===== config.mk =====
export PLATFORM = sky130hd
export DESIGN_NAME = pixel_array_ctrl
export DESIGN_NICKNAME = d
export VERILOG_FILES = /design/src/rtl/pixel_ctrl_pkg.sv /design/src/rtl/pixel_array_ctrl_adc_counter.sv /design/src/rtl/pixel_array_ctrl.sv
export SDC_FILE = /design/constraint.sdc
export NUM_CORES = 1
export LEC_CHECK = 0
export ABC_AREA = 1
export CAP_MARGIN = 20
export CORE_ASPECT_RATIO = 1.75
export CORE_MARGIN = 2
export CORE_UTILIZATION = 40
export DETAILED_ROUTE_END_ITERATION = 10
export HOLD_SLACK_MARGIN = 0.15
export MAX_ROUTING_LAYER = met4
export PLACE_DENSITY = 0.71
export SETUP_SLACK_MARGIN = 0.02
export SYNTH_ARGS = -nofsm -noshare
export SYNTH_HDL_FRONTEND = slang
export SYNTH_SLANG_ARGS = --single-unit

===== constraint.sdc =====
create_clock -name clk -period 2.4 [get_ports clk]
set_input_delay 0.36 -clock clk [delete_from_list [all_inputs] [get_ports clk]]
set_output_delay 0.36 -clock clk [all_outputs]
set_load 0.01 [all_outputs]

===== src/rtl/pixel_ctrl_pkg.sv =====
// Shared types and helpers for the 2x2 pixel array controller: frame state
// encoding, default sizes and binary/Gray conversion.
package pixel_ctrl_pkg;

    localparam int DATA_W_DEF  = 8;
    localparam int NUM_PIX_DEF = 4;

    typedef enum logic [2:0] {
        IDLE,
        ERASE,
        EXPOSE,
        CONVERT,
        TURN,
        READ,
        STREAM
    } state_t;

    // Helpers work on 32 bits; callers truncate to their own width.
    function automatic logic [31:0] bin2gray(input logic [31:0] b);
        return b ^ (b >> 1);
    endfunction

    function automatic logic [31:0] gray2bin(input logic [31:0] g);
        logic [31:0] b;
        b[31] = g[31];
        for (int i = 30; i >= 0; i--) begin
            b[i] = b[i+1] ^ g[i];
        end
        return b;
    endfunction

endpackage


===== src/rtl/pixel_array_ctrl_adc_counter.sv =====
// Saturating ramp counter for the single-slope conversion; exposes the binary
// value, its Gray code and a flag once the top code is reached.
module adc_counter
    import pixel_ctrl_pkg::*;
#(
    parameter int DATA_W = DATA_W_DEF
) (
    input  logic              clk,
    input  logic              reset,
    input  logic              i_clr,
    input  logic              i_en,
    output logic [DATA_W-1:0] o_bin,
    output logic [DATA_W-1:0] o_gray,
    output logic              o_done
);

    logic [DATA_W-1:0] r_cnt;

    always_ff @(posedge clk) begin
        if (!reset || i_clr) begin
            r_cnt <= '0;
        end else if (i_en && !o_done) begin
            r_cnt <= r_cnt + 1'b1;
        end
    end

    assign o_bin  = r_cnt;
    assign o_gray = DATA_W'(bin2gray(32'(r_cnt)));
    assign o_done = &r_cnt;

endmodule


===== src/rtl/pixel_array_ctrl.sv =====
// Frame sequencer for the 2x2 pixel array: ERASE -> EXPOSE -> CONVERT -> TURN
// -> READ, then streams the captured pixels. Define PIXEL_GRAY_COUNT_EN to put
// a Gray-coded ramp count on the DATA buses (samples are decoded on capture).
module pixel_array_ctrl
    import pixel_ctrl_pkg::*;
#(
    parameter int DATA_W        = DATA_W_DEF,
    parameter int NUM_PIX       = NUM_PIX_DEF,
    parameter int ERASE_CYCLES  = 5,
    parameter int EXPOSE_CYCLES = 255,
    parameter int READ_CYCLES   = 2
) (
    input  logic                      clk,
    input  logic                      reset,
    input  logic                      start,
    output logic                      busy,
    output logic                      erase,
    output logic                      expose,
    output logic                      ramp_en,
    output logic                      read,
    output logic [NUM_PIX*DATA_W-1:0] bus_out,
    output logic                      bus_oe,
    input  logic [NUM_PIX*DATA_W-1:0] bus_in,
    output logic [DATA_W-1:0]         pix_data,
    output logic [1:0]                pix_idx,
    output logic                      pix_valid,
    input  logic                      pix_ready,
    output logic                      frame_done
);

`ifdef PIXEL_GRAY_COUNT_EN
    localparam bit USE_GRAY = 1'b1;
`else
    localparam bit USE_GRAY = 1'b0;
`endif

    localparam int MAX_AB = (ERASE_CYCLES > EXPOSE_CYCLES) ? ERASE_CYCLES : EXPOSE_CYCLES;
    localparam int MAX_C  = (MAX_AB > READ_CYCLES) ? MAX_AB : READ_CYCLES;
    localparam int CNT_W  = $clog2(MAX_C + 1);

    state_t                          r_state, w_next;
    logic [CNT_W-1:0]                r_cnt;
    logic [1:0]                      r_idx;
    logic [NUM_PIX-1:0][DATA_W-1:0]  r_buf;
    logic                            w_phase_last;
    logic                            w_timed;
    logic                            w_last_pix;
    logic [DATA_W-1:0]               w_bin, w_gray, w_bus_val;
    logic                            w_adc_done;
    logic [NUM_PIX-1:0][DATA_W-1:0]  w_sample;

    adc_counter #(.DATA_W(DATA_W)) u_adc (
        .clk    (clk),
        .reset  (reset),
        .i_clr  (r_state != CONVERT),
        .i_en   (r_state == CONVERT),
        .o_bin  (w_bin),
        .o_gray (w_gray),
        .o_done (w_adc_done)
    );

    assign w_bus_val  = USE_GRAY ? w_gray : w_bin;
    assign w_last_pix = (r_idx == 2'(NUM_PIX - 1));

    always_comb begin
        w_timed      = 1'b1;
        w_phase_last = 1'b0;
        case (r_state)
            ERASE:   w_phase_last = (r_cnt == CNT_W'(ERASE_CYCLES - 1));
            EXPOSE:  w_phase_last = (r_cnt == CNT_W'(EXPOSE_CYCLES - 1));
            READ:    w_phase_last = (r_cnt == CNT_W'(READ_CYCLES - 1));
            default: w_timed      = 1'b0;
        endcase
    end

    always_comb begin
        w_next = r_state;
        case (r_state)
            IDLE:    if (start)                   w_next = ERASE;
            ERASE:   if (w_phase_last)            w_next = EXPOSE;
            EXPOSE:  if (w_phase_last)            w_next = CONVERT;
            CONVERT: if (w_adc_done)              w_next = TURN;
            TURN:                                 w_next = READ;
            READ:    if (w_phase_last)            w_next = STREAM;
            STREAM:  if (pix_ready && w_last_pix) w_next = IDLE;
            default:                              w_next = IDLE;
        endcase
    end

    // Pads show the raw bus code; decode Gray before it reaches the buffer.
    always_comb begin
        for (int i = 0; i < NUM_PIX; i++) begin
            w_sample[i] = USE_GRAY ? DATA_W'(gray2bin(32'(bus_in[i*DATA_W +: DATA_W])))
                                   : bus_in[i*DATA_W +: DATA_W];
        end
    end

    always_ff @(posedge clk) begin
        if (!reset) begin
            r_state <= IDLE;
            r_cnt   <= '0;
            r_idx   <= '0;
            r_buf   <= '0;
        end else begin
            r_state <= w_next;
            r_cnt   <= (w_next != r_state || !w_timed) ? '0 : r_cnt + 1'b1;
            if (r_state == READ && w_phase_last) begin
                r_buf <= w_sample;
            end
            if (r_state == STREAM && pix_ready) begin
                r_idx <= w_last_pix ? '0 : r_idx + 1'b1;
            end
        end
    end

    assign busy       = (r_state != IDLE);
    assign erase      = (r_state == ERASE);
    assign expose     = (r_state == EXPOSE);
    assign ramp_en    = (r_state == CONVERT);
    assign read       = (r_state == READ);
    assign bus_oe     = (r_state == CONVERT);
    assign bus_out    = bus_oe ? {NUM_PIX{w_bus_val}} : '0;
    assign pix_valid  = (r_state == STREAM);
    assign pix_data   = pix_valid ? r_buf[r_idx] : '0;
    assign pix_idx    = pix_valid ? r_idx : '0;
    assign frame_done = pix_valid && pix_ready && w_last_pix;

endmodule

==> summary.md <==
| Metric | Value |
|---|---|
| Worst setup margin | 0.104 ns |
| Crit Path Class | register to output pin |
| Placer's final routability congestion estimate | 0.808 |
| Vias per cell | about 5 |
| P_int | around 1.5 mW |
| Grt ovf | 0 |
| Worst reg2reg path depth | 8 |
| CTS buffer count | 5 |
| Detail-routed net length per standard cell | ~13 um |
| Area after DPL | around 3600 um2 |
| CTS sink cnt | 53 |
| Post-synthesis simple-gate area fraction | between 30% and 40% |
| Port bufs | 85 |
| Sequential Power Share | 46.1% |
| Static Leak | ~1.3 nW |
| Xor and xnor area share after synthesis | about 2.5% |
| GRT Total Usage | approximately a fifth |
| RSZ-0062 raised after global routing | true |
| VDD IR max | 406 uV |
| CTS clk-pin slew, worst paths | about 0.070 ns |
| Detailed Place HPWL | 5.40 mm |
| Syn nets | 434 |
| Net Sw Frac | roughly a fifth |
| Clock tree buffer depth | 2 |
| Crit path launch type | register |
| Global-route wire length before repair | between 10 and 15 mm |
| Drt drc | 0 |
| Share of the synthesized area in the top cell type | between 30% and 40% |
| Clock root buffer | clkbuf_16 |
| Crit end category | output pin |
| Maximum number of pins on one net before global-route repair | 34 |
| Worst EP arrival | 1.94 ns |
| Die Width | 67.8 um |
| Max incr delay on CP | about 0.58 ns |
| Worst path depth | 5 |
| Worst Path Buf+Inv | 2 |
| CP Cell Sequence | nand2_1 -> nor2_4 -> inv_2 -> nor2_1 -> clkdlybuf4s50_1 |
| Hold_buf cts | 0 |
| Setup slack at placement | between 0.2 and 0.3 ns |
| Area of all placed cells without fillers | between 3000 and 4000 um2 |
| Post-Route Skew | 0.00719 ns |
| CTS tree | yes |
| Total wire length | roughly 7.1 mm |
| Slew HR | between 70% and 80% |
| Share of post-route cells with drive strength above 1 | approximately an eighth |
| Status | complete, no violations |
| Final period util | 95.7% |
| DRT Pass-1 Iters | 4 |
| Synth area leaders | dfxtp_1 37%, nor2_1 12%, nor3_1 12% |
| Die footprint | between 7000 and 8000 um2 |
| Final min period | approximately 2.3 ns |
| Max Freq | 0.436 GHz |
| Final Max Tran Viols | 0 |
| Initial Util | 41.3% |
| Main combinational cell family by area after synthesis | simple AND/OR/NAND/NOR gates |
| Syn. warnings | 0 |
| Final Hold Fails | 0 |
| Worst slew pin tran | roughly 0.36 ns |
| Post-Synth Adder-Cell Area | under 10% |
| Compound-cell area share of the yosys netlist | 8.60% |
| Cell Pwr Density | 500 nW/um2 |
| Post-Synthesis Cells | about 400 |
| Final non-filler cell total | 540 |
| Die height | 116 um |
| Initial antenna violation count | 0 |
| Syn-to-layout area delta | 34.3% |
| Worst min path class | register to register |
| ANT nets after route | 0 |
| Worst endpoint required time | around 2 ns |
| Area of the mapped netlist | roughly 2900 um2 |
| CP delay by family, top | buffers and inverters |
| Post-synthesis mux area share | 0% |
| Power Total | ~1.9 mW |
| Via count | about 2700 |
| # IOs | 86 |
| # Max-Cap Violations | 0 |
| Post-route setup TNS | 0 ns |
| Syn Area/Cell | about 7.2 um2 |
| Netlist cell types | 33 |
| Power share of the clock group | between 40% and 50% |
| Critical path's slowest cell | clkdlybuf4s50_1 |
| Placed cell count | approximately 530 |
| Hold Path Cell Cnt | 2 |
| Synth Register Bits | 53 |
| Maximum fanout along the worst path | 9 |
| Nets | just under 500 |
| Seq/Total Area, Yosys | 37.2% |
| CTS H-tree lvls | 2 |
| # diodes | 0 |
| Setup violators final | 0 |
| Worst-skew pair later-pin latency | about 0.29 ns |
| Net switching power | around 0.37 mW |
| Vias in the first global route | around 2600 |
| Comb power frac | slightly below 6% |
| Initial detailed-routing violation count | about 140 |
| Area leader, netlist | dfxtp_1 |
| Num rows | 40 |
| Floorplan core area | ~6900 um2 |
## final timing paths
kind	startpoint	to	slack, ns
worst max-delay path	r_state[0]	bus_out[24]	0.10
worst min-delay path	r_buf[26]	r_buf[26]	0.50
worst max register to register	u_adc.o_bin[0]	r_cnt[0]	0.42
worst min register to register	r_buf[26]	r_buf[26]	0.50
## what timing repair did
| action | 4_1_cts | 5_1_grt |
|---|---|---|
| setup endpoints to repair | 26 | 27 |
| resized for setup | 8 | 6 |
| setup buffers | 3 | 0 |
## final cells by class
class / instances / area, um2
clock inverter: 3 / 65.1
fill: 681 / 3070
clock buffer: 5 / 125
multi-input combinational: 271 / 1420
tap: 84 / 105
sequential: 53 / 1060
inverter: 28 / 113
timing repair buffer: 96 / 936
## per-layer routing
layer	GRT usage, %	wire [um]
met3	3.01	304
met5	-	0
met1	20.8	2690
met2	36.4	3950
met4	7.47	170
## synthesized netlist by cell type (all sizes together)
| library cell | n |
|---|---|
| nand3b | 1 |
| clkbuf | 10 |
| xnor2 | 2 |
| nor3b | 1 |
| xor2 | 6 |
| a221oi | 1 |
| inv | 27 |
| a21oi | 20 |
| or2 | 1 |
| nand2 | 27 |
| o221ai | 1 |
| nand3 | 9 |
| ha | 3 |
| dfxtp | 53 |
| a31oi | 1 |
| nand4 | 5 |
| clkinv | 1 |
| nor2 | 104 |
| buf | 33 |
| o21ai | 22 |
| nor3 | 67 |
## power by group through the flow
| stage | registers (mW) | clock network (mW) | logic, mW |
|---|---|---|---|
| finish | 0.885 | 0.922 | 0.111 |
| detailed placement | 0.905 | 0 | 0.110 |
| global route | 0.885 | 0.972 | 0.120 |
| CTS | 0.885 | 0.937 | 0.111 |
| global placement | 0.905 | 0 | 0.110 |
| floorplan | 0.904 | 0 | 0.0354 |
## state kept, by name, summed over array words and instances, names as in the netlist
register and flops:
r_idx 2, u_adc.o_bin 8, r_cnt 8, r_state 3, r_buf 32
## per-stage QoR
stage / hold WS (ns) / util (%)
after CTS: 0.495 / 55.2
after global placement: 0.473 / 51.9
after floorplan: 0.459 / -
final: 0.495 / 55.5
after global routing: 0.522 / 55.5
after detailed placement: 0.485 / 51.9
## cells in the final DEF (no fill, tap or decap), drive strengths merged, types with 2 or more instances in the layout
| cell type | count |
|---|---|
| a21oi | 20 |
| buf | 11 |
| bufinv | 2 |
| clkbuf | 5 |
| clkdlybuf4s50 | 84 |
| clkinvlp | 2 |
| dfxtp | 53 |
| ha | 3 |
| inv | 26 |
| nand2 | 27 |
| nand3 | 9 |
| nand4 | 5 |
| nor2 | 104 |
| nor3 | 67 |
| o21ai | 22 |
| xnor2 | 2 |
| xor2 | 6 |
## tightest hold or removal path, delay by kind of cell, from the launching register on
| family | cells | cell delay (ns) |
|---|---|---|
| DFF | 1 | 0.31 |
| and+or+nand+nor | 2 | 0.14 |
## kinds of logic (layout without fill, tap and decap cells)
kind of cell	Yosys count	in the layout
fa+ha+maj	3	3
compound gates	45	45
simple gates	215	215
buf+inv	71	132
flops	53	53
xor+xnor	8	8
(Power assumes the default switching activity.)
